--- config.mk ---
export PLATFORM = sky130hd
export DESIGN_NAME = wb_stage_mc
export DESIGN_NICKNAME = d
export VERILOG_FILES = /design/src/rtl/wb_pkg.sv /design/src/rtl/wb_stage_mc_load_extract.sv /design/src/rtl/wb_stage_mc.sv
export SDC_FILE = /design/constraint.sdc
export NUM_CORES = 1
export LEC_CHECK = 0
export ABC_AREA = 1
export CAP_MARGIN = 10
export CORE_MARGIN = 3
export CORE_UTILIZATION = 42
export CTS_BUF_LIST = sky130_fd_sc_hd__clkbuf_4
export CTS_CLUSTER_DIAMETER = 50
export CTS_CLUSTER_SIZE = 14
export DETAILED_ROUTE_END_ITERATION = 12
export PLACE_DENSITY = 0.79
export SLEW_MARGIN = 20
export SYNTH_ARGS = -nofsm -noshare
export SYNTH_HDL_FRONTEND = slang
export SYNTH_HIERARCHICAL = 1
export SYNTH_SLANG_ARGS = --single-unit
--- constraint.sdc ---
create_clock -name clk -period 1.85 [get_ports clk]
set_input_delay 0.555 -clock clk [delete_from_list [all_inputs] [get_ports clk]]
set_output_delay 0.555 -clock clk [all_outputs]
set_load 0.05 [all_outputs]
--- src/rtl/wb_pkg.sv ---
// Shared encodings for the writeback stage: source select, load size and FSM state.
package wb_pkg;

  typedef enum logic [1:0] {
    SRC_ALU  = 2'd0,
    SRC_MEM  = 2'd1,
    SRC_LINK = 2'd2,
    SRC_RSVD = 2'd3
  } src_sel_e;

  typedef enum logic [1:0] {
    LD_B = 2'd0,
    LD_H = 2'd1,
    LD_W = 2'd2,
    LD_D = 2'd3
  } ld_size_e;

  typedef enum logic {
    ST_IDLE     = 1'b0,
    ST_WAIT_MEM = 1'b1
  } state_e;

endpackage

--- src/rtl/wb_stage_mc_load_extract.sv ---
// Load lane extraction and sign/zero extension for returned memory data.
module load_extract
  import wb_pkg::*;
#(
  parameter int DATA_W = 32,
  localparam int OFF_W = $clog2(DATA_W / 8)
) (
  input  logic [DATA_W-1:0] i_data,
  input  logic [OFF_W-1:0]  i_offset,
  input  logic [1:0]        i_size,
  input  logic              i_unsigned,
  output logic [DATA_W-1:0] o_ext
);

  logic [OFF_W-1:0]  w_lane;
  logic [DATA_W-1:0] w_mask;
  logic [DATA_W-1:0] w_shifted;
  logic              w_msb;

  // A full-width mask means no extension; that covers word on 32-bit and double on 64-bit.
  always_comb begin
    w_lane = '0;
    w_mask = '1;
    case (i_size)
      LD_B: begin
        w_lane = i_offset;
        w_mask = DATA_W'(8'hFF);
      end
      LD_H: begin
        w_lane = i_offset & ~OFF_W'(1);
        w_mask = DATA_W'(16'hFFFF);
      end
      LD_W: begin
        w_lane = i_offset & ~OFF_W'(3);
        w_mask = (DATA_W == 64) ? DATA_W'(32'hFFFF_FFFF) : '1;
      end
      default: begin
        w_lane = '0;
        w_mask = '1;
      end
    endcase
  end

  assign w_shifted = i_data >> {w_lane, 3'b000};
  // Top set bit of the mask selects the lane MSB.
  assign w_msb     = |(w_shifted & (w_mask ^ (w_mask >> 1)));
  assign o_ext     = (w_shifted & w_mask) | ({DATA_W{w_msb & ~i_unsigned}} & ~w_mask);

endmodule

--- src/rtl/wb_stage_mc.sv ---
// MIPS writeback stage: selects ALU/load/link result, holds loads until data returns.
// state        | meaning
// ST_IDLE      | ready for a bundle; ALU/LINK results written on the next edge
// ST_WAIT_MEM  | load accepted, waiting for mem_rdata_valid (or flush)
module wb_stage_mc
  import wb_pkg::*;
#(
  parameter int DATA_W            = 32,
  parameter int REG_ADDR_W        = 5,
  parameter int CNT_W             = 32,
  parameter int ZERO_REG_SUPPRESS = 1
) (
  input  logic                  clk,
  input  logic                  rst,
  input  logic                  flush,
  input  logic                  in_valid,
  output logic                  in_ready,
  input  logic                  in_wb_en,
  input  logic [1:0]            in_src_sel,
  input  logic [1:0]            in_ld_size,
  input  logic                  in_ld_unsigned,
  input  logic [DATA_W-1:0]     in_alu_result,
  input  logic [DATA_W-1:0]     in_link_value,
  input  logic [REG_ADDR_W-1:0] in_dest,
  input  logic [DATA_W-1:0]     mem_rdata,
  input  logic                  mem_rdata_valid,
  output logic                  wb_en,
  output logic [REG_ADDR_W-1:0] wb_dest,
  output logic [DATA_W-1:0]     wb_value,
  output logic                  retire,
  output logic [CNT_W-1:0]      retire_count,
  output logic                  busy
);

  localparam int OFF_W = $clog2(DATA_W / 8);

  state_e                r_state;
  state_e                w_state_nxt;
  logic [OFF_W-1:0]      r_ld_off;
  logic [1:0]            r_ld_size;
  logic                  r_ld_uns;
  logic [REG_ADDR_W-1:0] r_ld_dest;
  logic                  r_ld_wen;

  logic                  w_accept;
  logic                  w_is_load;
  logic                  w_mem_done;
  logic                  w_complete;
  logic                  w_wen_raw;
  logic                  w_wen;
  logic [REG_ADDR_W-1:0] w_dest;
  logic [DATA_W-1:0]     w_value;
  logic [DATA_W-1:0]     w_ext;

  assign in_ready   = (r_state == ST_IDLE);
  assign busy       = (r_state == ST_WAIT_MEM);
  assign w_is_load  = (in_src_sel == SRC_MEM);
  assign w_accept   = in_valid & in_ready & ~flush;
  assign w_mem_done = busy & mem_rdata_valid & ~flush;

  always_ff @(posedge clk) begin
    if (rst) r_state <= ST_IDLE;
    else     r_state <= w_state_nxt;
  end

  always_comb begin
    w_state_nxt = r_state;
    case (r_state)
      ST_IDLE:     if (w_accept && w_is_load)     w_state_nxt = ST_WAIT_MEM;
      ST_WAIT_MEM: if (flush || mem_rdata_valid) w_state_nxt = ST_IDLE;
      default:                                   w_state_nxt = ST_IDLE;
    endcase
  end

  always_comb begin
    w_complete = (w_accept & ~w_is_load) | w_mem_done;
    if (w_mem_done) begin
      w_dest    = r_ld_dest;
      w_wen_raw = r_ld_wen;
      w_value   = w_ext;
    end else begin
      w_dest    = in_dest;
      w_wen_raw = in_wb_en;
      w_value   = (in_src_sel == SRC_LINK) ? in_link_value : in_alu_result;
    end
    w_wen = w_wen_raw & ~((ZERO_REG_SUPPRESS != 0) && (w_dest == '0));
  end

  load_extract #(.DATA_W(DATA_W)) u_extract (
    .i_data     (mem_rdata),
    .i_offset   (r_ld_off),
    .i_size     (r_ld_size),
    .i_unsigned (r_ld_uns),
    .o_ext      (w_ext)
  );

  always_ff @(posedge clk) begin
    if (rst) begin
      r_ld_off  <= '0;
      r_ld_size <= '0;
      r_ld_uns  <= 1'b0;
      r_ld_dest <= '0;
      r_ld_wen  <= 1'b0;
    end else if (w_accept && w_is_load) begin
      r_ld_off  <= in_alu_result[OFF_W-1:0];
      r_ld_size <= in_ld_size;
      r_ld_uns  <= in_ld_unsigned;
      r_ld_dest <= in_dest;
      r_ld_wen  <= in_wb_en;
    end
  end

  // Destination and value hold their last written contents when nothing is written.
  always_ff @(posedge clk) begin
    if (rst) begin
      wb_en        <= 1'b0;
      wb_dest      <= '0;
      wb_value     <= '0;
      retire       <= 1'b0;
      retire_count <= '0;
    end else begin
      wb_en  <= w_complete & w_wen;
      retire <= w_complete;
      if (w_complete && w_wen) begin
        wb_dest  <= w_dest;
        wb_value <= w_value;
      end
      if (w_complete) retire_count <= retire_count + CNT_W'(1);
    end
  end

endmodule

==> summary.txt, run 1 <==
Critical path
  • R2R depth: 13
  • CP cell instances: nor2_4, nand2_4, nand2_2, nand3_2, nand3_2, nand3_4, nand3_4, clkbuf_16, nand2_1, o21ai_1, nand3_1, nand2_1, nor2_1
  • R2r setup slk: 0.02 ns
  • Arrival time worst endpoint: 2.18 ns
  • Critical path type: reg -> reg
  • Startpoint Class: flop
  • Crit. End Element: flop
  • CP Data Required Time: 2.20 ns
  • Cell at the slowest stage of the critical path: dfxtp_4
  • Critical Path Fanout Max: 8
  • CP max stage delay: 0.39 ns

Placement
  • PortBufs: 184
  • Dpl cell area: 7712 um^2
  • RD Place Congestion: 0.9263
  • Post-DP HPWL: 13,540 um

Final layout
  • Layout area overhead: 57.34%
  • Cell area after layout: 8154 um^2
  • Nets: 1,178
  • Share of cells above drive strength 1: 18.60%
  • Filler cells: 1,023
  • Ant diodes: 0
  • FF/Latch Area: 1678 um^2
  • Area of the multi-input gates: 3127 um^2

GRT
  • Vias in the first global route: 5,873
  • Gr usage total: 26.01%
  • Largest net degree at the start of global routing: 52
  • GRT overflow: 0
  • Initial antenna violation count: 0
  • First-pass GRT wire length: 28,480 um

Power and ir drop
  • Maximum vdd drop: 338.6 uV
  • Flop pwr share: 43.8%
  • Switching Power: 1.419 mW
  • Internal: 2.867 mW
  • PD cells: 525.7 nW/um^2
  • Sw Ratio: 33.11%
  • Power share of the clock group: 27.8%
  • Gate power share: 28.4%
  • Leak: 3.582 nW

Clock network
  • Hold Buf Count CTS: 0
  • CTS tree: done
  • Clock slew at reported path FFs: 0.16 ns
  • H-tree Lvls: 3
  • # clock sinks: 83
  • Worst-skew pair later-pin latency: 0.45 ns
  • CTS buffer count: 9
  • CTS max path bufs: 2
  • Clock Tree Root: clkbuf_4

Route
  • Iteration-0 DRC Markers: 476
  • Post-Route WL: 18,370 um
  • DR DRC count: 0
  • Average wire per standard cell: 14.88 um
  • Pre-Repair DR Iteration Count: 6
  • Post-route ant nets: 0
  • Vias per cell: 5.259
  • Via count: 6,489

Min path
  • HP Class: reg -> reg
  • Min-Delay Path Depth: 2

Synthesis
  • Synth Instances: 854
  • Mapped Nets: 967
  • Flops & latches, synth: 83
  • YS warnings: 6
  • Synth cell types: 31
  • Avg Inst Size Synth: 6.068 um^2
  • Register area share after synthesis: 32.06%
  • Synth Cell Area: 5182 um^2

Floorplan
  • Die area: 13,710 um^2
  • Die W: 117.1 um
  • Chip height: 117.1 um
  • Core Box Area: 11,760 um^2
  • I/O pins: 185
  • Initial Util: 44.07%
  • Num rows: 39

Timing
  • Final period utilization: 99.00%
  • Hold violation count in the final report: 0
  • Fin Clk Skew: 0.02249 ns
  • Min cycle time layout: 1.831 ns
  • Slew Limit Fails: 0
  • Endpoints failing setup: 0
  • WHS: 0.4591 ns
  • FMAX: 0.5460 GHz
  • Worst-Margin Slew: 0.3294 ns
  • Slew headroom: 77.87%
  • RSZ-0062 raised after global routing: yes

Job
  • # Max-Cap Violations: 0

Run status
  • Status: complete, no violations
==> power groups by stage <==
stage | combinational [mW] | sequential [mW] | clock, mW
6_report | 1.22 | 1.88 | 1.19
4_1_cts | 1.15 | 1.88 | 1.21
3_3_place_gp | 1.11 | 1.92 | 0
5_1_grt | 1.31 | 1.89 | 1.28
2_1_floorplan | 0.422 | 2.06 | 0
3_5_place_dp | 1.12 | 1.92 | 0
==> registers in the layout, summed over array words and instances, names as in the netlist <==
register,count
busy,1
r_ld_wen,1
wb_value,32
wb_dest,5
r_ld_dest,5
r_ld_off,2
r_ld_uns,1
retire,1
wb_en,1
r_ld_size,2
retire_count,32
==> timing repair <==
| item | CTS | global route |
|---|---|---|
| gates resized for setup | 9 | 53 |
| pin swaps | 3 | 10 |
| gates cloned | 2 | 3 |
| setup buffers | 3 | 4 |
| setup endpoints to repair | 20 | 54 |
==> path summary, 6_finish.rpt <==
kind / start / to
worst max-delay path: r_ld_size[1] / wb_value[20]
worst min-delay path: r_ld_wen / r_ld_wen
worst max register to register: r_ld_size[1] / wb_value[20]
worst min register to register: r_ld_wen / r_ld_wen
==> cells in the mapped netlist, drive strengths merged <==
master	instances	share of area, %
a21oi	66	6.4
a31oi	2	0.24
buf	25	3.3
clkbuf	26	1.9
clkinv	1	0.072
dfxtp	83	32
ha	1	0.24
inv	56	4.1
mux2i	7	1.4
nand2	227	17
nand3	134	14
nand3b	1	0.14
nand4	11	1.3
nor2	113	8.3
nor3	5	0.48
nor3b	1	0.14
nor4	1	0.12
o211ai	3	0.43
o21ai	81	7.8
or2	8	0.97
xor2	2	0.34
==> layout make-up <==
| class | count | area share (%) |
|---|---|---|
| Clock buffer | 9 | 0.8286 |
| Timing Repair Buffer | 250 | 33.93 |
| Tap cell | 164 | 2.516 |
| Sequential cell | 83 | 20.58 |
| Inverter | 57 | 2.670 |
| Clock inverter | 7 | 1.135 |
| Multi-Input combinational cell | 664 | 38.35 |
==> critical path, delay by kind of cell (launching register included) <==
family,cells,cell delay (ns)
and+or+nand+nor,11,1.04
DFF,1,0.39
buffers and inverters,1,0.17
AOI/OAI and AO/OA,1,0.14
==> per-layer routing <==
layer	global-route usage [%]	up-vias	part of all wire [%]
li1	-	3254	-
met1	34.49	2938	44
met2	42.66	268	46
met3	4.987	29	8.0
met4	8.563	0	2.3
met5	0	-	0
==> kinds of logic after synthesis <==
kind of cell | share of synthesized area, %
fa+ha+maj | 0.2414
compound gates | 14.87
flops | 32.06
xor+xnor | 0.3381
simple gates | 41.82
mux | 1.352
buf+inv | 9.319
==> per-stage QoR <==
step	std cells	utilization, %	power, mW	setup slack [ns]	setup TNS (ns)
global placement	1206	65.58	3.029	-0.4780	-27.24
floorplan	854	-	2.478	0.05612	0
global route	1234	69.34	4.473	-0.08088	-0.9439
detailed placement	1206	65.58	3.041	-0.4952	-28.89
CTS	1227	67.90	4.241	0.004814	0
finish	1234	69.34	4.286	0.01854	0
==> layout by cell type, fill, tap and decap left out, types with 2 or more instances in the layout <==
| master | count |
|---|---|
| o21ai_0 | 48 |
| nand2_2 | 5 |
| clkbuf_16 | 2 |
| dfxtp_2 | 4 |
| clkdlybuf4s50_1 | 108 |
| nand2_4 | 2 |
| inv_6 | 3 |
| o21ai_1 | 31 |
| o21ai_2 | 2 |
| nor2_1 | 109 |
| buf_16 | 2 |
| nand3_1 | 124 |
| buf_4 | 92 |
| or2_2 | 7 |
| nand3_4 | 4 |
| mux2i_1 | 6 |
| nand2_1 | 220 |
| clkbuf_4 | 9 |
| dlymetal6s2s_1 | 3 |
| nand4_1 | 11 |
| o211ai_1 | 3 |
| xor2_1 | 2 |
| dfxtp_4 | 3 |
| inv_2 | 4 |
| nand3_2 | 7 |
| a21oi_1 | 66 |
| dfxtp_1 | 76 |
| inv_1 | 51 |
| nor3_1 | 5 |
| nor2_2 | 3 |
| buf_12 | 42 |
| a31oi_1 | 2 |
Note: power is estimated with default switching activity, not from simulation.
==> run 2, diff against run 1 <==
--- a/config.mk
+++ b/config.mk
@@ -6,7 +6,7 @@
 export NUM_CORES = 1
 export LEC_CHECK = 0
 export ABC_AREA = 1
-export CAP_MARGIN = 10
+export CAP_MARGIN = 20
 export CORE_MARGIN = 3
 export CORE_UTILIZATION = 42
 export CTS_BUF_LIST = sky130_fd_sc_hd__clkbuf_4
==> results of run 2 <==
Final layout, timing and power as in run 1 (identical DEF).
